==> config.mk <==
export PLATFORM = sky130hd
export DESIGN_NAME = reg_scoreboard
export DESIGN_NICKNAME = d
export VERILOG_FILES = /design/src/rtl/reg_sb_pkg.sv /design/src/rtl/sb_fifo.sv /design/src/rtl/reg_scoreboard.sv
export SDC_FILE = /design/constraint.sdc
export NUM_CORES = 1
export LEC_CHECK = 0
export BUFFER_PORTS_ARGS = -buffer_cell sky130_fd_sc_hd__buf_2
export CAP_MARGIN = 30
export CORE_MARGIN = 2
export CORE_UTILIZATION = 30
export CTS_CLUSTER_SIZE = 30
export DETAILED_ROUTE_END_ITERATION = 8
export PLACE_DENSITY = 0.43
export SYNTH_ARGS = -nofsm -noshare
export SYNTH_HDL_FRONTEND = slang
export SYNTH_HIERARCHICAL = 1
export SYNTH_SLANG_ARGS = --single-unit
==> constraint.sdc <==
create_clock -name CLK -period 6.8 [get_ports CLK]
set_input_delay 0.34 -clock CLK [delete_from_list [all_inputs] [get_ports CLK]]
set_output_delay 0.34 -clock CLK [all_outputs]
set_load 0.01 [all_outputs]
==> src/rtl/reg_sb_pkg.sv <==
// Shared types and helpers for the register write scoreboard.
// Maps register-file select encodings onto an 11-slot register id space.
package reg_sb_pkg;

    localparam logic [1:0] SPEC_GEN = 2'b00;
    localparam logic [1:0] SPEC_SP  = 2'b01;
    localparam logic [1:0] SPEC_IH  = 2'b10;
    localparam logic [1:0] SPEC_T   = 2'b11;

    localparam logic [3:0] ID_SP = 4'd8;
    localparam logic [3:0] ID_IH = 4'd9;
    localparam logic [3:0] ID_T  = 4'd10;
    localparam int NUM_IDS = 11;

    typedef struct packed {
        logic       wr;
        logic [3:0] id;
    } sb_entry_t;

    function automatic logic [3:0] reg_id(
        input logic [1:0] spec,
        input logic [2:0] idx
    );
        logic [3:0] id;
        case (spec)
            SPEC_SP: id = ID_SP;
            SPEC_IH: id = ID_IH;
            SPEC_T:  id = ID_T;
            default: id = {1'b0, idx};
        endcase
        return id;
    endfunction

    function automatic logic [1:0] id_spec(input logic [3:0] id);
        logic [1:0] s;
        case (id)
            ID_SP:   s = SPEC_SP;
            ID_IH:   s = SPEC_IH;
            ID_T:    s = SPEC_T;
            default: s = SPEC_GEN;
        endcase
        return s;
    endfunction

    function automatic logic [2:0] id_idx(input logic [3:0] id);
        return id[3] ? 3'd0 : id[2:0];
    endfunction

endpackage

==> src/rtl/sb_fifo.sv <==
// Circular buffer of {wr, id} entries with push, pop and tail flush.
// Ports: push/pop/flush count in; head entry, occupancy and tail-flush view out.
module sb_fifo
    import reg_sb_pkg::*;
#(
    parameter int DEPTH = 4,
    parameter int CNT_W = 3
) (
    input  logic             clk_i,
    input  logic             rst_ni,
    input  logic             push_i,
    input  sb_entry_t        push_data_i,
    input  logic             pop_i,
    input  logic [CNT_W-1:0] flush_num_i,
    output sb_entry_t        head_o,
    output logic [CNT_W-1:0] occupancy_o,
    output sb_entry_t        flush_ent_o [DEPTH],
    output logic             flush_en_o  [DEPTH]
);

    localparam int AW = CNT_W - 1;

    sb_entry_t        mem_q [DEPTH];
    logic [CNT_W-1:0] wr_ptr_q, wr_ptr_d;
    logic [CNT_W-1:0] rd_ptr_q, rd_ptr_d;
    logic [CNT_W-1:0] slot;

    assign occupancy_o = wr_ptr_q - rd_ptr_q;
    assign head_o      = mem_q[rd_ptr_q[AW-1:0]];

    // Slot i of the flush view is the i-th youngest entry; flush_num_i
    // is already clamped so it never reaches the entry being popped.
    always_comb begin
        slot = '0;
        for (int i = 0; i < DEPTH; i++) begin
            slot = wr_ptr_q - CNT_W'(i) - CNT_W'(1);
            flush_ent_o[i] = mem_q[slot[AW-1:0]];
            flush_en_o[i]  = CNT_W'(i) < flush_num_i;
        end
    end

    assign rd_ptr_d = rd_ptr_q + CNT_W'(pop_i);
    assign wr_ptr_d = wr_ptr_q + CNT_W'(push_i) - flush_num_i;

    always_ff @(posedge clk_i or negedge rst_ni) begin
        if (!rst_ni) begin
            wr_ptr_q <= '0;
            rd_ptr_q <= '0;
            for (int i = 0; i < DEPTH; i++) mem_q[i] <= '0;
        end else begin
            wr_ptr_q <= wr_ptr_d;
            rd_ptr_q <= rd_ptr_d;
            if (push_i) mem_q[wr_ptr_q[AW-1:0]] <= push_data_i;
        end
    end

endmodule

==> src/rtl/reg_scoreboard.sv <==
// In-order write scoreboard: tracks in-flight register writes, stalls issue on hazards.
// Ports: issue/src/retire/flush in; stall, full, empty, occupancy, head_*, retire_err out.
module reg_scoreboard
    import reg_sb_pkg::*;
#(
    parameter int DEPTH = 4,
    parameter int CNT_W = 3
) (
    input  logic             CLK,
    input  logic             RST,
    input  logic             issue_valid,
    input  logic             issue_wr,
    input  logic [1:0]       issue_spec,
    input  logic [2:0]       issue_idx,
    input  logic             src1_used,
    input  logic [1:0]       src1_spec,
    input  logic [2:0]       src1_idx,
    input  logic             src2_used,
    input  logic [2:0]       src2_idx,
    input  logic             retire_valid,
    input  logic             flush_valid,
    input  logic [CNT_W-1:0] flush_num,
    output logic             stall,
    output logic             full,
    output logic             empty,
    output logic [CNT_W-1:0] occupancy,
    output logic             head_wr,
    output logic [1:0]       head_spec,
    output logic [2:0]       head_idx,
    output logic             retire_err
);

    logic [CNT_W-1:0] pend_q [NUM_IDS];
    logic [CNT_W-1:0] pend_d [NUM_IDS];
    logic             err_q;

    sb_entry_t        head;
    sb_entry_t        push_data;
    sb_entry_t        fl_ent [DEPTH];
    logic             fl_en  [DEPTH];
    logic             push, pop, hazard, flush_over;
    logic [3:0]       src1_id;
    logic [CNT_W-1:0] remaining, flush_n, cnt;

    sb_fifo #(.DEPTH(DEPTH), .CNT_W(CNT_W)) u_fifo (
        .clk_i       (CLK),
        .rst_ni      (RST),
        .push_i      (push),
        .push_data_i (push_data),
        .pop_i       (pop),
        .flush_num_i (flush_n),
        .head_o      (head),
        .occupancy_o (occupancy),
        .flush_ent_o (fl_ent),
        .flush_en_o  (fl_en)
    );

    assign full  = occupancy == CNT_W'(DEPTH);
    assign empty = occupancy == '0;

    assign src1_id = reg_id(src1_spec, src1_idx);
    assign hazard  = (src1_used && pend_q[src1_id] != '0)
                   | (src2_used && pend_q[{1'b0, src2_idx}] != '0);
    assign stall   = hazard | full | flush_valid;

    assign push      = issue_valid & ~stall;
    assign push_data = '{wr: issue_wr, id: reg_id(issue_spec, issue_idx)};
    assign pop       = retire_valid & ~empty;

    // Retire happens before flush, so the flush sees the post-pop count.
    assign remaining  = occupancy - CNT_W'(pop);
    assign flush_over = flush_num > remaining;
    assign flush_n    = !flush_valid ? '0
                      : flush_over   ? remaining : flush_num;

    always_comb begin
        cnt = '0;
        for (int j = 0; j < NUM_IDS; j++) begin
            cnt = pend_q[j];
            if (push && issue_wr && push_data.id == 4'(j))
                cnt = cnt + CNT_W'(1);
            if (pop && head.wr && head.id == 4'(j))
                cnt = cnt - CNT_W'(1);
            for (int i = 0; i < DEPTH; i++)
                if (fl_en[i] && fl_ent[i].wr && fl_ent[i].id == 4'(j))
                    cnt = cnt - CNT_W'(1);
            pend_d[j] = cnt;
        end
    end

    always_ff @(posedge CLK or negedge RST) begin
        if (!RST) begin
            err_q <= 1'b0;
            for (int j = 0; j < NUM_IDS; j++) pend_q[j] <= '0;
        end else begin
            err_q  <= err_q | (retire_valid & empty)
                    | (flush_valid & flush_over);
            pend_q <= pend_d;
        end
    end

    assign head_wr    = ~empty & head.wr;
    assign head_spec  = empty ? 2'b00 : id_spec(head.id);
    assign head_idx   = empty ? 3'd0 : id_idx(head.id);
    assign retire_err = err_q;

endmodule

**Word level (Yosys, flattened, before mapping)**

Index checks and enable logic that the tools add are counted.

- Shifts and indexed selects: 0
- Eq/ne operators: 67
- Div/mod/pow operators: 0
- Mux-type cells: 98
- Multiply operators: 0
- $lt $le $gt $ge: 14
- Reductions and logical operators: 84
- Bitwise gates (word level): 20
- $add $sub $neg: 77

Operators with widths:

| cell | number |
|---|---|
| 3-bit 2-to-1 mux | 74 |
| 3-bit by 1-bit subtractor with 3-bit output (second input constant) | 55 |
| 4-bit by 3-bit == test with 1-bit output (second input constant) | 24 |
| 1-bit logical AND | 75 |
| 4-bit == test (second input constant) | 18 |
| 5-bit 2-to-1 mux | 11 |
| 5-bit binary-select mux with 2-bit select | 5 |
| 4-bit by 2-bit == test with 1-bit output (second input constant) | 12 |
| 3-bit by 1-bit adder with 3-bit output (second input constant) | 11 |
| 3-bit binary-select mux with 4-bit select | 2 |
| 4-bit by 1-bit == test with 1-bit output (second input constant) | 6 |
| 4-bit zero test | 6 |
| 4-bit one-hot mux with 3 select lines | 2 |
| 20-bit bitwise mux | 1 |
| 3-bit greater-or-equal comparator (second input constant) | 6 |
| 2-bit inverter with 3-bit output | 6 |
| 5-bit demux with 2-bit select | 1 |
| 5-bit greater-or-equal comparator (second input constant) | 2 |
| 2-bit == test (second input constant) | 4 |
| 2-bit by 1-bit subtractor with 2-bit output (second input constant) | 4 |
| 3-bit by 1-bit adder with 3-bit output | 2 |
| 1-bit by 3-bit less-than comparator with 1-bit output (first input constant) | 2 |
| 2-bit by 3-bit less-than comparator with 1-bit output (first input constant) | 2 |
| 2-bit one-hot mux with 3 select lines | 1 |
| other kinds (15) | 28 |

- Memories: 0
- Input port bits: 24
- Output and inout bits: 13
- Logic and storage cells: 382
- Bits in read-only memories: 0
- Bits in latches: 0
- Bits in writable memories: 0
- Register bits after elaboration: 60

**Depth between registers and ports, before layout**

Gate-level depths: netlist of run 1.

- Word-level depth: 26
- Gate-level depth with buffers: 38
- Depth with buffers taken out: 37

**Hierarchy**

The synthesis of run 1 kept the hierarchy.

Modules (own cells, without submodules):

| module | seq. area each (um^2) | cells an instance | instances | area each (um^2) |
|---|---|---|---|---|
| reg_scoreboard | 850.8 | 846 | 1 | 6,586.3 |
| sb_fifo | 650.6 | 111 | 1 | 1,788.0 |

**Worst setup path before layout of run 1**

Ideal clock, no wire load.

- Path type: register -> register
- Start point: reg u_fifo.wr_ptr_q[0]
- End point: reg pend_q[14] (netlist name)
- Buffers on the path: 1
- Required time: 6.675 ns
- Setup time: 0.125 ns
- Stages on the path, launching flop included: 34
- Period minus slack after synthesis: 7.601 ns
- Arrival: 7.476 ns
- Path slack: -0.801 ns
- Path through: dfrtp_1 -> buf_6 -> inv_1 -> ha_1 -> fa_1 -> xnor2_1 -> xnor2_1 -> nor3_1 -> nor2b_1 -> ha_1 -> ha_1 -> ha_1 -> a21o_1 -> a21oi_1 -> a31oi_1 -> o211a_1 -> or3_1 -> nand2_1 -> nor3b_1 -> nand2_1 -> or3_1 -> a2111oi_0 -> or4_1 -> inv_1 -> ha_1 -> a22o_1 -> ha_1 -> mux2_2 -> ha_1 -> nand2_1 -> xor2_1 -> xnor2_1 -> xnor2_1 -> xnor2_1

RTL lines:

| element | RTL line | source |
|---|---|---|
| start: declaration | sb_fifo.sv:24 | `logic [CNT_W-1:0] wr_ptr_q, wr_ptr_d;` |
| start signal: assignment | sb_fifo.sv:51 | `wr_ptr_q <= wr_ptr_d;` |
| end signal: assignment | reg_scoreboard.sv:98 | `pend_q <= pend_d;` |
| end: declaration | reg_scoreboard.sv:33 | `logic [CNT_W-1:0] pend_q [NUM_IDS];` |

==> results_tabular.tex, run 1 <==
\begin{tabular}{lr}
\hline
Metric & Value \\
\hline
\multicolumn{2}{l}{\textbf{Drt}} \\
Met3 wire length & roughly 800 um \\
Wire length per cell after detailed routing & $\sim$19 um \\
Top layer used by detailed routing & met4 \\
Pre-antenna DRT Iters & 5 \\
Metal-1 WL & between 10000 and 15000 um \\
Total wire length after detailed routing & $\sim$26000 um \\
Via count of the routed design & approximately 7000 \\
Met2 WL & approximately 13000 um \\
Average vias per placed instance & between 5 and 6 \\
DRC & 0 \\
Antenna violation net count after detailed routing & 0 \\
Drt initial violations & about 380 \\
\multicolumn{2}{l}{\textbf{Finish}} \\
Number of nets in the layout & around 1100 \\
Layout area overhead & 14.7\% \\
Antenna Diode Count & 0 \\
Final std cells w/o fill & roughly 1400 \\
Ratio of cells with drive above 1 in the final layout & 0.177 \\
Footprint of the flip-flops and latches & around 0.0015 mm2 \\
Final-layout fill cell count & slightly below 3000 \\
Footprint of the multi-input gates & $\sim$0.0068 mm2 \\
\multicolumn{2}{l}{\textbf{Min path}} \\
Min-delay worst type & in -> async \\
\multicolumn{2}{l}{\textbf{Die}} \\
Initial Util & 0.303 \\
Core region area & between 0.02 and 0.03 mm2 \\
Count of boundary I/O pins & 37 \\
Die Wd & about 170 um \\
Floorplan die area & roughly 0.029 mm2 \\
Row count & between 60 and 70 \\
Height of the chip & between 150 and 200 um \\
\multicolumn{2}{l}{\textbf{Synthesis}} \\
XOR/XNOR share of the synthesized area & 0.159 \\
Combinational family with the most area after synthesis & simple AND/OR/NAND/NOR gates \\
Net Count, Synth & 1064 \\
Count of warnings emitted by yosys & 6 \\
Area fraction in compound gates after synthesis & 0.0741 \\
Most area-consuming cells after synthesis & sky130\_fd\_sc\_hd\_\_dfrtp\_1 18\%, sky130\_fd\_sc\_hd\_\_ha\_1 12\%, sky130\_fd\_sc\_hd\_\_xnor2\_1 10\% \\
Seq cells post-synth & 60 \\
Adder-cell area share of the yosys netlist & 0.126 \\
Dominant register cell in the synthesized netlist & sky130\_fd\_sc\_hd\_\_dfrtp\_1 \\
Mux share of post-synthesis cell area & 0.161 \\
Cell taking the most area after synthesis & sky130\_fd\_sc\_hd\_\_dfrtp\_1 \\
Syn Area/Cell & between 8 and 9 um2 \\
Seq/Total Area, Yosys & 0.179 \\
Netlist cell types & 73 \\
Gate count of the mapped netlist & between 900 and 1000 \\
Top cells by instance count after synthesis & 168 x sky130\_fd\_sc\_hd\_\_nand2\_1, 96 x sky130\_fd\_sc\_hd\_\_xnor2\_1, 91 x sky130\_fd\_sc\_hd\_\_nor2\_1 \\
Fraction of synthesized cell area taken by the top area cell type & 0.179 \\
Cell with the most instances after synthesis & sky130\_fd\_sc\_hd\_\_nand2\_1 \\
Fraction of the mapped netlist area in simple logic gates & 0.269 \\
Async S/R FF share, synth & 1.00 \\
Mapped cell area & approximately 0.0084 mm2 \\
Number of synthesized flops with an enable pin & 0 \\
\multicolumn{2}{l}{\textbf{STA}} \\
Fraction of the cycle the final worst path needs & 0.960 \\
Transition time at the pin with the least slew margin & between 1 and 1.5 ns \\
Slew Limit Fails & 0 \\
Maximum operating frequency & $\sim$0.15 GHz \\
RSZ-0062 raised after global routing & yes \\
Final Skew & around 0.019 ns \\
Total of endpoints with negative setup slack in the final report & 0 \\
Final critical path time including I/O delays and setup & 6.53 ns \\
Hold violation total from the final report & 0 \\
Max transition margin & 0.256 \\
Setup total negative slack & 0 ns \\
\multicolumn{2}{l}{\textbf{GRT}} \\
Number of global-route vias before repair & approximately 7000 \\
Antenna violations before repair & 0 \\
Pin count of the biggest net entering global routing & 61 \\
Combined global-route utilization of all metal layers & 0.186 \\
Total congestion overflow after global routing & 0 \\
First-pass GRT wire length & 40600 um \\
\multicolumn{2}{l}{\textbf{Placement}} \\
PortBufs & 36 \\
Placed wire-length estimate after detailed placement & around 21000 um \\
Placer Congestion & about 0.83 \\
Placed cell count & $\sim$1400 \\
\multicolumn{2}{l}{\textbf{Pwr}} \\
Standby leakage power & 0.00368 uW \\
Power per cell area & between 500 and 600 mW/mm2 \\
Peak ir drop on the vdd network & 0.000251 V \\
Total chip power & 5510 uW \\
\multicolumn{2}{l}{\textbf{Run status}} \\
Result of the run & completed \\
\multicolumn{2}{l}{\textbf{Critical path}} \\
Slowest stage cell on the critical path & sky130\_fd\_sc\_hd\_\_fa\_2 \\
Number of buffer and inverter stages on the critical path & 3 \\
Reg2reg setup slack & roughly 0.27 ns \\
Crit path required time & approximately 7 ns \\
Critical Path Max Stage Delay & 0.52 ns \\
Element type at the critical path end & flip-flop \\
Largest driver fanout on the critical path & 7 \\
Worst Setup Path Type & reg -> reg \\
Launching element type of the critical path & flip-flop \\
Most frequent CP cell & sky130\_fd\_sc\_hd\_\_ha\_1 \\
Worst endpoint data arrival time & between 6 and 7 ns \\
Largest delay contributor family on the critical path & adder cells \\
\multicolumn{2}{l}{\textbf{Clocking}} \\
H-tree levels & 3 \\
Longest Clk Path Bufs & 2 \\
CTS sink count & 60 \\
CTS tree & done \\
Latest clock arrival within the worst-skew pair & 0.36 ns \\
Number of buffers created by CTS & 9 \\
Clock slew seen by the registers of the worst setup and hold paths & approximately 0.070 ns \\
Root cell of the clock tree & sky130\_fd\_sc\_hd\_\_clkbuf\_16 \\
\multicolumn{2}{l}{\textbf{Flow run}} \\
Count of maximum capacitance violations & 0 \\
\hline
\end{tabular}
==> cell families after synthesis <==
group / after synthesis
DFF: 60
buffers and inverters: 54
muxes: 98
xor gates and xnor gates: 132
AOI/OAI and AO/OA: 85
and+or+nand+nor: 445
adders and majority gates: 83
==> area by class of cell <==
cell class | instances | share of cell area
multi-input combinational | 843 | 0.707
sequential | 60 | 0.156
tap | 378 | 0.0492
timing repair buffer | 69 | 0.0466
clock buffer | 11 | 0.0242
inverter | 25 | 0.00977
clock inverter | 5 | 0.00651
==> cells in the final DEF, fill, tap and decap left out, types with 4 or more instances in the layout <==
cell type / Yosys / routed
sky130_fd_sc_hd__a211oi_1: 4 / 4
sky130_fd_sc_hd__a21oi_1: 20 / 19
sky130_fd_sc_hd__a31oi_1: 8 / 7
sky130_fd_sc_hd__and2_1: 6 / 6
sky130_fd_sc_hd__and3_1: 15 / 15
sky130_fd_sc_hd__buf_2: 6 / 37
sky130_fd_sc_hd__buf_4: 2 / 30
sky130_fd_sc_hd__clkbuf_16: 0 / 9
sky130_fd_sc_hd__dfrtp_1: 60 / 60
sky130_fd_sc_hd__ha_1: 81 / 77
sky130_fd_sc_hd__inv_1: 24 / 23
sky130_fd_sc_hd__mux2_2: 24 / 24
sky130_fd_sc_hd__mux2i_1: 48 / 48
sky130_fd_sc_hd__mux4_1: 4 / 4
sky130_fd_sc_hd__mux4_2: 22 / 22
sky130_fd_sc_hd__nand2_1: 168 / 165
sky130_fd_sc_hd__nand2b_1: 13 / 13
sky130_fd_sc_hd__nand3_1: 31 / 31
sky130_fd_sc_hd__nand4b_1: 6 / 6
sky130_fd_sc_hd__nor2_1: 91 / 89
sky130_fd_sc_hd__nor2b_1: 8 / 7
sky130_fd_sc_hd__nor3_1: 42 / 37
sky130_fd_sc_hd__nor3_2: 2 / 6
sky130_fd_sc_hd__nor3b_1: 8 / 7
sky130_fd_sc_hd__nor4_1: 8 / 8
sky130_fd_sc_hd__nor4_4: 8 / 9
sky130_fd_sc_hd__o21ai_0: 13 / 13
sky130_fd_sc_hd__o41ai_1: 4 / 4
sky130_fd_sc_hd__or2_2: 4 / 4
sky130_fd_sc_hd__or3_1: 17 / 16
sky130_fd_sc_hd__xnor2_1: 96 / 93
sky130_fd_sc_hd__xnor3_1: 13 / 12
sky130_fd_sc_hd__xor2_1: 23 / 23
==> power breakdown <==
| group | internal (uW) | leakage [uW] | total (uW) | switching [uW] |
|---|---|---|---|---|
| registers | 533 | 0.000743 | 773 | 240 |
| clock network | 286 | 0.000136 | 492 | 206 |
| logic | 1910 | 0.00280 | 4240 | 2340 |
==> tightest hold or removal path, stage by stage <==
cell and delay, ns:
sky130_fd_sc_hd__buf_2 0.07, sky130_fd_sc_hd__buf_4 0.11, sky130_fd_sc_hd__buf_16 0.29
==> sequential cells by signal (all words and copies together), names as in the netlist <==
| name | cells |
|---|---|
| pend_q | 33 |
| retire_err | 1 |
| u_fifo/mem_q | 20 |
| u_fifo/rd_ptr_q | 3 |
| u_fifo/wr_ptr_q | 3 |
==> per-stage QoR <==
stage / worst slack (ns) / utilization / instance area [um2] / hold WS (ns)
floorplan: 0.0193 / - / 8480 / 0.0444
global placement: 0.0784 / 0.331 / 9150 / 0.492
detailed placement: 0.0745 / 0.332 / 9170 / 0.474
CTS: 0.0574 / 0.343 / 9460 / 0.223
global route: -0.0318 / 0.348 / 9610 / 0.0841
finish: 0.275 / 0.348 / 9610 / 0.0525
==> final timing paths <==
path | startpoint | to | cells after the start
worst max-delay path | u_fifo/wr_ptr_q[0]$_DFF_PN0_ | pend_q[14]$_DFF_PN0_ | 31
worst min-delay path | RST | pend_q[9]$_DFF_PN0_ | 3
worst max register to register | u_fifo/wr_ptr_q[0]$_DFF_PN0_ | pend_q[14]$_DFF_PN0_ | 31
worst min register to register | retire_err$_DFF_PN0_ | retire_err$_DFF_PN0_ | 1
max in group asynchronous | RST | pend_q[5]$_DFF_PN0_ | 3
min in group CLK | retire_valid | retire_err$_DFF_PN0_ | 2
==> timing repair <==
item,in CTS,in global routing
buffers inserted,0,6
gates resized for setup,0,15
endpoints found under the setup margin,0,9
hold buffers,0,0
==> metal layers <==
layer | track usage | up-vias
met3 | 0.0266 | 32
li1 | - | 3536
met2 | 0.313 | 130
met1 | 0.247 | 3505
met5 | 0 | -
met4 | 0.0545 | 0
No activity file was read; power rests on OpenSTA's default activity.
==> run 2: changes to the inputs <==
- ABC_AREA: not set -> 1
- CORE_MARGIN: 2 -> 5
- CTS_CLUSTER_SIZE: 30 -> 14
==> results_tabular.tex, run 2 <==
\begin{tabular}{lr}
\hline
Metric & Value \\
\hline
\multicolumn{2}{l}{\textbf{Drt}} \\
Total wire length after detailed routing & about 27000 um \\
DRC & 0 \\
Via count of the routed design & just under 9000 \\
Antenna violation net count after detailed routing & 0 \\
Drt initial violations & between 500 and 600 \\
Pre-antenna DRT Iters & 7 \\
Average vias per placed instance & approximately 4.8 \\
Wire length per cell after detailed routing & 14.6 um \\
\multicolumn{2}{l}{\textbf{Placement}} \\
Placer Congestion & 0.857 \\
Placed wire-length estimate after detailed placement & around 23000 um \\
Placement-stage cell area & 0.00943 mm2 \\
PortBufs & 36 \\
Placed cell count & 1840 \\
\multicolumn{2}{l}{\textbf{Synthesis}} \\
Area fraction in compound gates after synthesis & 0.0535 \\
Count of warnings emitted by yosys & 6 \\
Seq cells post-synth & 60 \\
Gate count of the mapped netlist & 1428 \\
Dominant register cell in the synthesized netlist & sky130\_fd\_sc\_hd\_\_dfrtp\_1 \\
Async S/R FF share, synth & 1.00 \\
Net Count, Synth & approximately 1500 \\
Netlist cell types & 38 \\
Seq/Total Area, Yosys & 0.170 \\
XOR/XNOR share of the synthesized area & 0.0702 \\
Cell with the most instances after synthesis & sky130\_fd\_sc\_hd\_\_nand2\_1 \\
Mux share of post-synthesis cell area & 0 \\
Combinational family with the most area after synthesis & simple AND/OR/NAND/NOR gates \\
Number of synthesized flops with an enable pin & 0 \\
Fraction of the mapped netlist area in simple logic gates & 0.484 \\
Adder-cell area share of the yosys netlist & 0.119 \\
Syn Area/Cell & approximately 6.2 um2 \\
Mapped cell area & a little under 0.009 mm2 \\
Top cells by instance count after synthesis & 433 x sky130\_fd\_sc\_hd\_\_nand2\_1, 242 x sky130\_fd\_sc\_hd\_\_nand3\_1, 202 x sky130\_fd\_sc\_hd\_\_inv\_1 \\
Cell taking the most area after synthesis & sky130\_fd\_sc\_hd\_\_nand2\_1 \\
Most area-consuming cells after synthesis & sky130\_fd\_sc\_hd\_\_nand2\_1 18\%, sky130\_fd\_sc\_hd\_\_dfrtp\_1 17\%, sky130\_fd\_sc\_hd\_\_nand3\_1 14\% \\
Fraction of synthesized cell area taken by the top area cell type & 0.184 \\
\multicolumn{2}{l}{\textbf{Die}} \\
Die Wd & 182 um \\
Row count & between 60 and 70 \\
Core region area & 0.0289 mm2 \\
Floorplan die area & between 0.03 and 0.04 mm2 \\
Count of boundary I/O pins & 37 \\
Height of the chip & 182 um \\
Initial Util & 0.306 \\
\multicolumn{2}{l}{\textbf{Pwr}} \\
Portion of total power attributed to sequential cells & 0.146 \\
Power per cell area & around 480 mW/mm2 \\
Cell-internal power & between 2000 and 2500 uW \\
Standby leakage power & between 0.004 and 0.005 uW \\
Total chip power & between 4000 and 5000 uW \\
Net Switching & between 2000 and 3000 uW \\
Fraction of power spent switching nets & 0.563 \\
Clock Power Share & 0.109 \\
Combinational share of power & 0.745 \\
Peak ir drop on the vdd network & approximately 0.00031 V \\
\multicolumn{2}{l}{\textbf{Critical path}} \\
Element type at the critical path end & flip-flop \\
Slowest stage cell on the critical path & sky130\_fd\_sc\_hd\_\_fa\_1 \\
Worst Setup Path Type & reg -> reg \\
Worst endpoint data arrival time & between 6 and 7 ns \\
Crit path required time & 7.07 ns \\
Critical Path Max Stage Delay & approximately 0.47 ns \\
Largest driver fanout on the critical path & 5 \\
Most frequent CP cell & sky130\_fd\_sc\_hd\_\_nand2\_1 \\
FF-to-FF path depth & 36 \\
Launching element type of the critical path & flip-flop \\
\multicolumn{2}{l}{\textbf{Min path}} \\
Hold path depth & 2 \\
Min-delay worst type & in -> reg \\
\multicolumn{2}{l}{\textbf{GRT}} \\
Number of global-route vias before repair & between 8000 and 9000 \\
Antenna violations before repair & 0 \\
Met3 Usage GRT & 0.0306 \\
First-pass GRT wire length & 43400 um \\
GR met2 Demand/Resource & 0.270 \\
Met1 routing resource usage after global routing & 0.225 \\
Global route hottest layer & met2 \\
Combined global-route utilization of all metal layers & 0.165 \\
Total congestion overflow after global routing & 0 \\
Pin count of the biggest net entering global routing & 45 \\
\multicolumn{2}{l}{\textbf{Clocking}} \\
CTS tree & done \\
Number of buffers created by CTS & 9 \\
Longest Clk Path Bufs & 2 \\
CTS sink count & 60 \\
Root cell of the clock tree & sky130\_fd\_sc\_hd\_\_clkbuf\_16 \\
H-tree levels & 3 \\
Latest clock arrival within the worst-skew pair & between 0.3 and 0.4 ns \\
Clock slew seen by the registers of the worst setup and hold paths & approximately 0.06 ns \\
\multicolumn{2}{l}{\textbf{Flow run}} \\
Count of maximum capacitance violations & 0 \\
\multicolumn{2}{l}{\textbf{STA}} \\
Max transition margin & 0.547 \\
RSZ-0062 raised after global routing & no \\
Transition time at the pin with the least slew margin & roughly 0.67 ns \\
Hold violation total from the final report & 0 \\
Total of endpoints with negative setup slack in the final report & 0 \\
Fraction of the cycle the final worst path needs & 0.914 \\
Final critical path time including I/O delays and setup & between 6 and 7 ns \\
Final Skew & between 0.01 and 0.015 ns \\
Setup total negative slack & 0 ns \\
Maximum operating frequency & 0.161 GHz \\
Slew Limit Fails & 0 \\
\multicolumn{2}{l}{\textbf{Finish}} \\
Final std cells w/o fill & around 1900 \\
Largest registers & pend\_q: 33 flops, u\_fifo/mem\_q: 20 flops \\
Ratio of cells with drive above 1 in the final layout & 0.132 \\
Post-route cell area & 0.00984 mm2 \\
Most common library cell in the layout ignoring fill and taps & sky130\_fd\_sc\_hd\_\_nand2\_1 \\
Max FFs per register & 33 \\
Number of nets in the layout & $\sim$1600 \\
Final core utilization & 0.340 \\
Antenna Diode Count & 0 \\
Biggest register & pend\_q \\
Commonest cells after routing, fill and taps aside & 432 x sky130\_fd\_sc\_hd\_\_nand2\_1, 241 x sky130\_fd\_sc\_hd\_\_nand3\_1, 200 x sky130\_fd\_sc\_hd\_\_inv\_1 \\
Layout area overhead & 11.3\% \\
\multicolumn{2}{l}{\textbf{Run status}} \\
Result of the run & completed \\
\hline
\end{tabular}
## run 2: changes by cell type after synthesis, sizes merged, moves of 26 or more
cell and delta:
inv +179, mux2i -48, mux4 -26, nand2 +294
nand3 +243, nor3 -35, o21ai +41, xnor2 -68
## run 2: cells by family after synthesis
group	count (synthesis)
AND/OR/NAND/NOR	922
buffers and inverters	222
adder cells (fa/ha/maj)	83
AO/OA/AOI/OAI	71
XOR/XNOR	70
flip-flops	60
## run 2: power groups by stage
| stage | logic [uW] | registers (uW) | clock network (uW) |
|---|---|---|---|
| after floorplan | 2640 | 645 | 0 |
| after global placement | 3430 | 690 | 0 |
| after detailed placement | 3440 | 685 | 0 |
| after CTS | 3450 | 683 | 528 |
| after global routing | 4100 | 708 | 539 |
| final | 3490 | 682 | 512 |
## run 2: worst paths after layout
check / start / to / slack [ns]
setup / recovery: u_fifo/wr_ptr_q[0]$_DFF_PN0_ / pend_q[26]$_DFF_PN0_ / 0.59
hold / removal: retire_valid / retire_err$_DFF_PN0_ / 0.26
min in group asynchronous: RST / pend_q[8]$_DFF_PN0_ / 0.47
max in group asynchronous: RST / u_fifo/wr_ptr_q[0]$_DFF_PN0_ / 5.48
setup reg to reg: u_fifo/wr_ptr_q[0]$_DFF_PN0_ / pend_q[26]$_DFF_PN0_ / 0.59
hold reg to reg: retire_err$_DFF_PN0_ / retire_err$_DFF_PN0_ / 0.50
## run 2: critical path, delay by kind of cell (launching register included)
family,cells,cell delay (ns)
AND/OR/NAND/NOR,16,2.18
adder cells (fa/ha/maj),8,2.05
XOR/XNOR,4,0.66
buffers and inverters,5,0.50
AO/OA/AOI/OAI,3,0.37
flip-flops,1,0.35
## run 2: area by class of cell
cell class / count / area (um2)
Clock inverter: 6 / 88.8
Tap cell: 384 / 480
Multi-Input combinational cell: 1146 / 6500
Fill cell: 3194 / 19100
Sequential cell: 60 / 1500
Clock buffer: 10 / 229
Inverter: 206 / 773
Timing Repair Buffer: 46 / 273
## run 2: per-stage QoR
step | hold WS (ns) | worst slack [ns]
6_report | 0.255 | 0.588
3_5_place_dp | 0.313 | 0.258
5_1_grt | 0.258 | 0.0156
4_1_cts | 0.247 | 0.231
2_1_floorplan | 0.0444 | 0.244
3_3_place_gp | 0.312 | 0.400
## run 2: timing repair
item | in CTS | in global routing
hold buffers | 1 | 0
resized for setup | 0 | 23
endpoints found under the hold margin | 25 | 0
setup endpoints to repair | 0 | 11
setup buffers | 0 | 1
## run 2: routing by layer
layer | share of wire | up-vias
met5 | 0 | -
met4 | 0.015 | 0
met3 | 0.044 | 19
met2 | 0.45 | 154
met1 | 0.49 | 4013
li1 | - | 4646
